--- src/rtl/change_dispenser_if.sv ---
// Bundle of signals between the vending controller/coin ejector and the change dispenser.
// The master side drives the dispense request and the ejector acknowledge; the slave side is the dispenser.
interface change_dispenser_if;
  logic       dispense;
  logic [4:0] change;
  logic       coin_ack;
  logic       fault_clr;
  logic       eject_q;
  logic       eject_d;
  logic       eject_n;
  logic       busy;
  logic       done;
  logic       overrun;
  logic       fault;
  logic [4:0] remaining;

  modport master (
    output dispense, change, coin_ack, fault_clr,
    input  eject_q, eject_d, eject_n, busy, done, overrun, fault, remaining
  );

  modport slave (
    input  dispense, change, coin_ack, fault_clr,
    output eject_q, eject_d, eject_n, busy, done, overrun, fault, remaining
  );
endinterface

--- src/rtl/change_dispenser.sv ---
// Pays out a change amount as a greedy quarter/dime/nickel sequence, one coin per req/ack handshake.
// All outputs come straight from registers that are loaded alongside the state transition.
module change_dispenser #(
  parameter int VAL_Q       = 25,
  parameter int VAL_D       = 10,
  parameter int VAL_N       = 5,
  parameter int ACK_TIMEOUT = 16,
  parameter int GAP_CYCLES  = 2
) (
  input logic              clk,
  input logic              reset,
  change_dispenser_if.slave bus
);

  typedef enum logic [2:0] {IDLE, SELECT, EJECT, GAP, DONE, FAULT} stateT;

  localparam logic [1:0] SEL_Q = 2'd0;
  localparam logic [1:0] SEL_D = 2'd1;
  localparam logic [1:0] SEL_N = 2'd2;

  localparam logic [4:0] COIN_Q       = 5'(VAL_Q);
  localparam logic [4:0] COIN_D       = 5'(VAL_D);
  localparam logic [4:0] COIN_N       = 5'(VAL_N);
  localparam logic [4:0] TIMEOUT_LAST = 5'(ACK_TIMEOUT - 1);
  localparam logic [4:0] GAP_LAST     = 5'(GAP_CYCLES - 1);

  stateT      r_state;
  logic [4:0] r_remaining;
  logic [4:0] r_timer;
  logic [1:0] r_coinSel;
  logic [2:0] r_eject;
  logic       r_busy;
  logic       r_done;
  logic       r_overrun;
  logic       r_fault;

  function automatic logic [4:0] coinValue(input logic [1:0] sel);
    case (sel)
      SEL_Q:   return COIN_Q;
      SEL_D:   return COIN_D;
      default: return COIN_N;
    endcase
  endfunction

  function automatic logic [2:0] ejectLines(input logic [1:0] sel);
    case (sel)
      SEL_Q:   return 3'b100;
      SEL_D:   return 3'b010;
      default: return 3'b001;
    endcase
  endfunction

  // Each branch loads the outputs for the state it is entering, so outputs track r_state with no input paths.
  always_ff @(posedge clk or posedge reset) begin
    if (reset) begin
      r_state     <= IDLE;
      r_remaining <= '0;
      r_timer     <= '0;
      r_coinSel   <= SEL_Q;
      r_eject     <= '0;
      r_busy      <= 1'b0;
      r_done      <= 1'b0;
      r_overrun   <= 1'b0;
      r_fault     <= 1'b0;
    end else begin
      r_done    <= 1'b0;
      r_eject   <= '0;
      r_overrun <= bus.dispense && (r_state != IDLE);
      case (r_state)
        IDLE: begin
          if (bus.dispense) begin
            r_remaining <= bus.change;
            r_busy      <= 1'b1;
            r_state     <= SELECT;
          end
        end
        SELECT: begin
          r_timer <= '0;
          if (r_remaining == 5'd0) begin
            r_done  <= 1'b1;
            r_state <= DONE;
          end else if (r_remaining >= COIN_Q) begin
            r_coinSel <= SEL_Q;
            r_eject   <= ejectLines(SEL_Q);
            r_state   <= EJECT;
          end else if (r_remaining >= COIN_D) begin
            r_coinSel <= SEL_D;
            r_eject   <= ejectLines(SEL_D);
            r_state   <= EJECT;
          end else if (r_remaining >= COIN_N) begin
            r_coinSel <= SEL_N;
            r_eject   <= ejectLines(SEL_N);
            r_state   <= EJECT;
          end else begin
            r_fault <= 1'b1;
            r_state <= FAULT;
          end
        end
        EJECT: begin
          // An ack arriving in the last timeout cycle still counts as a paid coin.
          if (bus.coin_ack) begin
            r_remaining <= r_remaining - coinValue(r_coinSel);
            r_timer     <= '0;
            r_state     <= GAP;
          end else if (r_timer == TIMEOUT_LAST) begin
            r_fault <= 1'b1;
            r_state <= FAULT;
          end else begin
            r_timer <= r_timer + 5'd1;
            r_eject <= ejectLines(r_coinSel);
          end
        end
        GAP: begin
          if (r_timer == GAP_LAST) begin
            r_state <= SELECT;
          end else begin
            r_timer <= r_timer + 5'd1;
          end
        end
        DONE: begin
          r_busy  <= 1'b0;
          r_state <= IDLE;
        end
        FAULT: begin
          if (bus.fault_clr) begin
            r_fault <= 1'b0;
            r_busy  <= 1'b0;
            r_state <= IDLE;
          end
        end
        default: begin
          r_busy  <= 1'b0;
          r_state <= IDLE;
        end
      endcase
    end
  end

  assign bus.eject_q   = r_eject[2];
  assign bus.eject_d   = r_eject[1];
  assign bus.eject_n   = r_eject[0];
  assign bus.busy      = r_busy;
  assign bus.done      = r_done;
  assign bus.overrun   = r_overrun;
  assign bus.fault     = r_fault;
  assign bus.remaining = r_remaining;

endmodule

--- src/flat_wrapper.sv ---
// flat-port wrapper written by rule: the top's interface ports become plain ports
module change_dispenser_flat 
#(
  parameter int VAL_Q       = 25,
  parameter int VAL_D       = 10,
  parameter int VAL_N       = 5,
  parameter int ACK_TIMEOUT = 16,
  parameter int GAP_CYCLES  = 2
)
  (clk, reset, bus_dispense, bus_change, bus_coin_ack, bus_fault_clr, bus_eject_q, bus_eject_d, bus_eject_n, bus_busy, bus_done, bus_overrun, bus_fault, bus_remaining);
  change_dispenser_if bus_i ();
  input logic clk;
  input logic reset;
  input wire logic [$bits(bus_i.dispense)-1:0] bus_dispense;
  input wire logic [$bits(bus_i.change)-1:0] bus_change;
  input wire logic [$bits(bus_i.coin_ack)-1:0] bus_coin_ack;
  input wire logic [$bits(bus_i.fault_clr)-1:0] bus_fault_clr;
  output wire logic [$bits(bus_i.eject_q)-1:0] bus_eject_q;
  output wire logic [$bits(bus_i.eject_d)-1:0] bus_eject_d;
  output wire logic [$bits(bus_i.eject_n)-1:0] bus_eject_n;
  output wire logic [$bits(bus_i.busy)-1:0] bus_busy;
  output wire logic [$bits(bus_i.done)-1:0] bus_done;
  output wire logic [$bits(bus_i.overrun)-1:0] bus_overrun;
  output wire logic [$bits(bus_i.fault)-1:0] bus_fault;
  output wire logic [$bits(bus_i.remaining)-1:0] bus_remaining;
  assign bus_i.dispense = bus_dispense;
  assign bus_i.change = bus_change;
  assign bus_i.coin_ack = bus_coin_ack;
  assign bus_i.fault_clr = bus_fault_clr;
  assign bus_eject_q = bus_i.eject_q;
  assign bus_eject_d = bus_i.eject_d;
  assign bus_eject_n = bus_i.eject_n;
  assign bus_busy = bus_i.busy;
  assign bus_done = bus_i.done;
  assign bus_overrun = bus_i.overrun;
  assign bus_fault = bus_i.fault;
  assign bus_remaining = bus_i.remaining;
  change_dispenser #(.VAL_Q(VAL_Q), .VAL_D(VAL_D), .VAL_N(VAL_N), .ACK_TIMEOUT(ACK_TIMEOUT), .GAP_CYCLES(GAP_CYCLES)) u_core (.clk(clk), .reset(reset), .bus(bus_i));
endmodule
--- config.mk ---
export PLATFORM = sky130hd
export DESIGN_NAME = change_dispenser_flat
export DESIGN_NICKNAME = d
export VERILOG_FILES = /design/src/rtl/change_dispenser_if.sv /design/src/rtl/change_dispenser.sv /design/src/flat_wrapper.sv
export SDC_FILE = /design/constraint.sdc
export NUM_CORES = 1
export LEC_CHECK = 0
export BUFFER_PORTS_ARGS = -buffer_cell sky130_fd_sc_hd__buf_2
export CORE_UTILIZATION = 35
export DETAILED_ROUTE_END_ITERATION = 6
export HOLD_SLACK_MARGIN = 0.05
export PLACE_DENSITY = 0.54
export SETUP_SLACK_MARGIN = 0.3
export SLEW_MARGIN = 20
export SYNTH_ARGS = -nofsm -noshare
export SYNTH_HDL_FRONTEND = slang
export SYNTH_SLANG_ARGS = --single-unit
--- constraint.sdc ---
create_clock -name clk -period 2 [get_ports clk]
set_clock_uncertainty 0.1 [all_clocks]
set_input_delay 0.6 -clock clk [delete_from_list [all_inputs] [get_ports clk]]
set_output_delay 0.6 -clock clk [all_outputs]
set_load 0.05 [all_outputs]
==> metrics.md, run 1 <==
| Metric | Value |
|---|---|
| Status | finished clean |
| I/O pins | 22 |
| Worst-path fanout max | 3 |
| Multiplexer area fraction after synthesis | 2.96% |
| Root Buffer | clkbuf_8 |
| Arrival @ worst endpoint | 2.04 ns |
| Worst skew pair latency | around 0.26 ns |
| Post-Synth Adder-Cell Area | under 10% |
| Measured slew at the worst slew-check pin | 0.350 ns |
| Min-Delay Path Class | in2async |
| Initial antenna violation count | 0 |
| Post-synth EDFFs | 0 |
| Power per cell area | 1790 mW/mm^2 |
| Post-Synth XOR/XNOR Area | around 1.9% |
| Pleak | 0.933 nW |
| Slew Viols, Final | 0 |
| CTS tree | yes |
| DR pass1 iterations | 4 |
| Clock Path Buffers | 2 |
| Largest family of logic cells by synthesized area | simple AND/OR/NAND/NOR gates |
| Die width | between 60 and 70 um |
| Fillers | 341 |
| Via density | 5.19 |
| CP Capture Type | flip-flop |
| Critical path startpoint category | flip-flop |
| Clk sink count | 22 |
| Routed wire length per instance | 14.3 um |
| Post-synthesis register bit count | 22 |
| Final ANT Viol Nets | 0 |
| Global-route wire length before repair | between 5000 and 6000 um |
| CORE AREA | 0.00374 mm^2 |
| Fmax | about 510 MHz |
| DRC | 0 |
| Synth Area per Inst | 9.06 um^2 |
| Clock-pin slew on the worst setup and hold paths | 0.08 ns |
| Maximum level of the CTS H-tree | 1 |
| Layout net count | 214 |
| GP Congestion | 0.788 |
| Rel. slew slack | roughly three quarters |
| Max-Cap Viols | 0 |
| Mapped cell area | 0.00140 mm^2 |
| Row count | 22 |
| Fraction of layout cells with a size suffix above 1 | 51.3% |
| Setup TNS | 0 ns |
| Final Instance Count excl. Fillers | 243 |
| Largest net degree at the start of global routing | 23 |
| Top cell type's share of synthesized area | between 30% and 40% |
| Half-perimeter wire length after placement | 2480 um |
| Layout area overhead | 46.0% |
| Final wirelength | between 3000 and 4000 um |
| Cells after Synth | 154 |
| Syn Nets | between 150 and 200 |
| Period utilization | ~100% |
| Synth Area in Compound Gates | 21.0% |
| Post-synth ARST share | 100% |
| Yosys cell types | 47 |
| Post-synth top flop | dfrtp_1 |
| Remaining Overflow, GRT | 0 |
| Placed Cells | 226 |
| Worst Path Required | 2.08 ns |
| Port Buf Inserts | 21 |
| Critical path type | reg2reg |
| RSZ-0062 raised after global routing | yes |
| All-Layer GR Usage | 17.6% |
| Synth warn | 0 |
| Hold Buf Count CTS | 0 |
| Num CTS Buffers | 3 |
| Die height | 65.1 um |
| Via count | 1262 |
| Worst-case vdd ir drop | 0.864 mV |
| Simple-Gate Fraction of Synth Area | 21.1% |
| Synth area leaders | dfrtp_1 (39%), ha_1 (6.3%), o21ai_0 (4.7%) |
| Starting Density | 37.3% |
| Vias in the first global route | 1281 |
| Yosys top cell by area | dfrtp_1 |
| Final setup viols | 0 |
| Post-synthesis sequential area ratio | 39.5% |
| DIE AREA | 0.00424 mm^2 |
| Min Clock Period, post-route | between 1.5 and 2 ns |
| Starting DRT DRC Count | 53 |
| Final hold vios | 0 |
| ANT cells | 0 |
worst max-delay path, stage by stage, from the launching register on:
cell      delay [ns]
dfrtp_1         0.41
nand2_4         0.10
ha_4            0.13
inv_2           0.04
fa_2            0.33
a21o_1          0.18
a21oi_2         0.19
mux2_4          0.32
o211ai_1        0.08
worst paths after layout:
| check | slack [ns] | depth (start not counted) | to | from |
|---|---|---|---|---|
| max reg2reg | 0.04 | 8 | u_core.bus.remaining[4]$_DFFE_PP0P_ | u_core.r_coinSel[0]$_DFFE_PP0P_ |
| min in group clk | 0.43 | 2 | u_core.r_timer[4]$_DFFE_PP0P_ | u_core.r_timer[4]$_DFFE_PP0P_ |
| min reg2reg | 0.43 | 2 | u_core.r_timer[4]$_DFFE_PP0P_ | u_core.r_timer[4]$_DFFE_PP0P_ |
| max | 0.04 | 8 | u_core.bus.remaining[4]$_DFFE_PP0P_ | u_core.r_coinSel[0]$_DFFE_PP0P_ |
| max in group asynchronous | 1.29 | 3 | u_core.bus.remaining[1]$_DFFE_PP0P_ | reset |
| min | 0.26 | 3 | u_core.r_coinSel[0]$_DFFE_PP0P_ | reset |
flip-flops by register name, indices dropped and copies added, names as in the netlist:
signal,cells
u_core.bus.remaining,5
u_core.r_timer,5
u_core.r_eject,3
u_core.r_state,3
u_core.r_coinSel,2
u_core.bus.busy,1
u_core.bus.done,1
u_core.bus.fault,1
u_core.bus.overrun,1
layout make-up:
cell class / instances / area, um^2 / area share, %
clock buffers: 4 / 55.1 / 2.70
inverters: 10 / 37.5 / 1.84
multi-input cells: 113 / 992 / 48.7
flip-flops and latches: 22 / 556 / 27.3
well taps: 48 / 60.1 / 2.95
repair buffers: 46 / 337 / 16.5
repair_timing:
| item | in CTS | in global routing |
|---|---|---|
| gates resized for setup | 19 | 32 |
| endpoints found under the setup margin | 17 | 18 |
| buffers inserted | 9 | 4 |
| pin swaps | 13 | 13 |
cell families (layout without fill, tap and decap cells):
group	count (synthesis)	after routing
AND/OR/NAND/NOR	52	52
adder cells (fa/ha/maj)	8	8
buffers and inverters	19	60
multiplexers	4	4
flip-flops	22	22
AO/OA/AOI/OAI	46	46
XOR/XNOR	3	3
power by group:
group	switching, mW	internal, mW	leakage, nW
combinational	1.39	1.14	0.629
sequential	0.180	0.613	0.276
clock	0.142	0.175	0.0288
placed cells by master (no fill, tap or decap), types with 5 or more instances in the layout:
cell type | synthesis | layout
a21oi_1 | 10 | 6
buf_2 | 3 | 16
buf_4 | 0 | 24
buf_6 | 1 | 5
dfrtp_1 | 22 | 18
inv_1 | 10 | 6
nand2_1 | 14 | 10
nor2_1 | 9 | 9
o21ai_0 | 13 | 6
o21ai_1 | 3 | 5
o21ai_2 | 0 | 5
per-layer routing:
metal	global-route usage, %	wire (um)	up-vias
met3	1.56	80	4
met4	7.07	63	0
li1	-	-	632
met2	30.6	1720	21
met1	22.6	1620	605
met5	0	0	-
stage by stage:
step	utilization (%)	setup slack [ns]	power [mW]	cell area (um^2)	hold slack, ns
floorplan	-	-0.0313	2.25	1460	0.378
global placement	44.7	0.0415	2.70	1670	0.410
detailed placement	44.7	-0.0165	2.74	1670	0.417
CTS	50.3	0.0126	3.36	1880	0.266
global route	54.4	-0.0115	3.90	2040	0.296
finish	54.4	0.0401	3.64	2040	0.265
synth_stat cells (2+ instances only):
cell / count
nor2_1: 9
nand3_1: 4
mux2i_1: 3
o22ai_1: 3
nand2_1: 14
buf_2: 3
a31oi_1: 2
inv_1: 10
clkbuf_1: 5
or3b_2: 2
nand2b_1: 3
a21o_1: 3
or3_1: 6
dfrtp_1: 22
o21ai_0: 13
o21ai_1: 3
a32oi_1: 2
and2_0: 2
ha_1: 7
a21oi_1: 10
xnor2_1: 2
No activity file was read; power rests on OpenSTA's default activity.
==> run 2, diff against run 1 <==
--- a/config.mk
+++ b/config.mk
@@ -7,9 +7,11 @@
 export LEC_CHECK = 0
 export BUFFER_PORTS_ARGS = -buffer_cell sky130_fd_sc_hd__buf_2
 export CORE_UTILIZATION = 35
+export CTS_BUF_LIST = sky130_fd_sc_hd__clkbuf_4
 export DETAILED_ROUTE_END_ITERATION = 6
 export HOLD_SLACK_MARGIN = 0.05
 export PLACE_DENSITY = 0.54
+export REMOVE_ABC_BUFFERS = 1
 export SETUP_SLACK_MARGIN = 0.3
 export SLEW_MARGIN = 20
 export SYNTH_ARGS = -nofsm -noshare
==> run 2 against run 1 <==
Non-clock buffer count rose by 9; maximum frequency fell by 0.49%; clock-buffer cell count fell by 1; clock power fell by 33%.
==> metrics.md, run 2 (same netlist as run 1, synthesis figures left out) <==
| Metric | Value |
|---|---|
| Status | finished clean |
| Fraction of layout cells with a size suffix above 1 | 50.5% (-0.79 points) |
| Setup TNS | 0 ns (unchanged) |
| CTS tree | yes |
| GP Congestion | 0.816 (+3.6%) |
| Initial antenna violation count | 0 (unchanged) |
| Starting Density | 37.3% (unchanged) |
| Reg2reg setup slack | 0.03 ns (about the same) |
| Half-perimeter wire length after placement | 2520 um (+1.3%) |
| RSZ-0062 raised after global routing | yes |
| Worst skew pair latency | 0.31 ns (+0.05 ns) |
| Root Buffer | clkbuf_4 |
| Worst reg2reg path depth | 8 (unchanged) |
| Die height | 65.1 um (unchanged) |
| Critical path startpoint category | flip-flop |
| Starting DRT DRC Count | 50 (-5.7%) |
| Worst-path cell chain | nand2_4, ha_4, inv_2, fa_2, a21o_1, a21oi_2, mux2_4, o211ai_1 |
| Pleak | 0.950 nW (+1.7%) |
| Worst-case vdd ir drop | 0.851 mV (-1.5%) |
| Vias in the first global route | 1292 (+0.86%) |
| Hold_ws | 0.192 ns (-0.0732 ns) |
| Clock Path Buffers | 2 (unchanged) |
| Die width | 65.1 um (unchanged) |
| Clk sink count | 22 (unchanged) |
| Layout net count | 223 (+4.2%) |
| Final Instance Area | 0.00206 mm^2 (+1.2%) |
| Critical Path Max Stage Delay | 0.43 ns (+0.02 ns) |
| Min Clock Period, post-route | 1.97 ns (+0.00966 ns) |
| Critical path type | reg2reg |
| Placement Cell Area | 0.00170 mm^2 (+1.8%) |
| DR pass1 iterations | 4 (unchanged) |
| Maximum level of the CTS H-tree | 1 (unchanged) |
| Power per cell area | 1770 mW/mm^2 (-1.1%) |
| Clock-pin slew on the worst setup and hold paths | 0.12 ns (+0.04 ns) |
| Num CTS Buffers | 3 (unchanged) |
| Measured slew at the worst slew-check pin | 0.367 ns (+0.0169 ns) |
| Global-route wire length before repair | 6010 um (+3.2%) |
| Via count | 1326 (+5.1%) |
| ANT cells | 0 (unchanged) |
| Worst Path Required | 2.14 ns (+0.06 ns) |
| Routed wire length per instance | 13.8 um (-3.7%) |
| Period utilization | 98.5% (+0.48 points) |
| Crit path depth | 8 (unchanged) |
| DRC | 0 (unchanged) |
| Min-Delay Path Class | in2async |
| Worst path top cell family by delay | adder cells |
| Leading cell type in the layout, fill and taps excluded | buf_4 |
| Largest net degree at the start of global routing | 23 (unchanged) |
| Port Buf Inserts | 21 (unchanged) |
| Via density | 5.26 (+1.3%) |
| Final wirelength | 3480 um (-0.17%) |
| CP Capture Type | flip-flop |
| Rel. slew slack | 75.4% (-1.2 points) |
| Row count | 22 (unchanged) |
| Most frequent cells in the layout | buf_4 (27), dfrtp_1 (20), buf_2 (15) |
| CORE AREA | 0.00374 mm^2 (unchanged) |
| Worst path slowest cell | dfrtp_1 |
| I/O pins | 22 (unchanged) |
| Worst-path fanout max | 2 (-1) |
| Remaining Overflow, GRT | 0 (unchanged) |
| CP Buf/Inv Count | 1 (unchanged) |
| Final setup viols | 0 (unchanged) |
| Fillers | 345 (+1.2%) |
| All-Layer GR Usage | 18.8% (+1.1 points) |
| Slew Viols, Final | 0 (unchanged) |
| DIE AREA | 0.00424 mm^2 (unchanged) |
| Layout area overhead | 47.7% |
| Final ANT Viol Nets | 0 (unchanged) |
| Fmax | 508 MHz (-0.49%) |
| Arrival @ worst endpoint | 2.11 ns (+0.07 ns) |
| Max-Cap Viols | 0 (unchanged) |
| Final hold vios | 0 (unchanged) |
[run 2: layer usage]
metal | vias up | wire, um | track usage (%)
li1 | 657 | - | -
met1 | 637 | 1670 | 25.3
met2 | 26 | 1630 | 29.3
met3 | 6 | 104 | 3.13
met4 | 0 | 68 | 8.97
met5 | - | 0 | 0
[run 2: area by class of cell]
type                    instances  area, um^2  area share [%]
clock buffers                   3        22.5            1.09
repair buffers                 55         432            20.9
inverters                      10        40.0            1.94
flip-flops and latches         22         553            26.8
clock inverters                 1        3.75           0.182
well taps                      48        60.1            2.91
multi-input cells             113         950            46.1
[run 2: stage by stage]
stage | utilization (%) | setup WS (ns) | instances | power [mW]
finish | 55.0 | 0.0305 | 252 | 3.64
floorplan | - | -0.286 | 145 | 2.07
global route | 55.0 | -0.0618 | 252 | 3.92
detailed placement | 45.5 | -0.109 | 239 | 2.81
global placement | 45.5 | -0.0125 | 239 | 2.77
CTS | 52.3 | 0.0443 | 249 | 3.46
[run 2: final timing paths]
check	start	end
worst max-delay path	u_core.r_coinSel[0]$_DFFE_PP0P_	u_core.bus.remaining[4]$_DFFE_PP0P_
worst min-delay path	reset	u_core.bus.done$_DFF_PP0_
worst max register to register	u_core.r_coinSel[0]$_DFFE_PP0P_	u_core.bus.remaining[4]$_DFFE_PP0P_
worst min register to register	u_core.bus.busy$_DFFE_PP0P_	u_core.bus.busy$_DFFE_PP0P_
max in group asynchronous	reset	u_core.r_state[0]$_DFFE_PP0P_
min in group clk	bus_dispense	u_core.bus.overrun$_DFF_PP0_
[run 2: worst min-delay path, cell delays in order]
cell   delay, ns
buf_2       0.10
inv_1       0.04
buf_4       0.27
[run 2: timing repair]
item | 4_1_cts | 5_1_grt
endpoints found under the setup margin | 21 | 23
hold buffers | 0 | 0
pin swaps | 19 | 18
setup buffers | 6 | 3
gates resized for setup | 54 | 25
[run 2: where the power goes]
group          leakage [nW]  switching (mW)  internal (mW)  total (mW)
clock network        0.0154           0.140         0.0731       0.213
registers             0.278           0.155          0.608       0.763
logic                 0.656            1.42           1.25        2.67
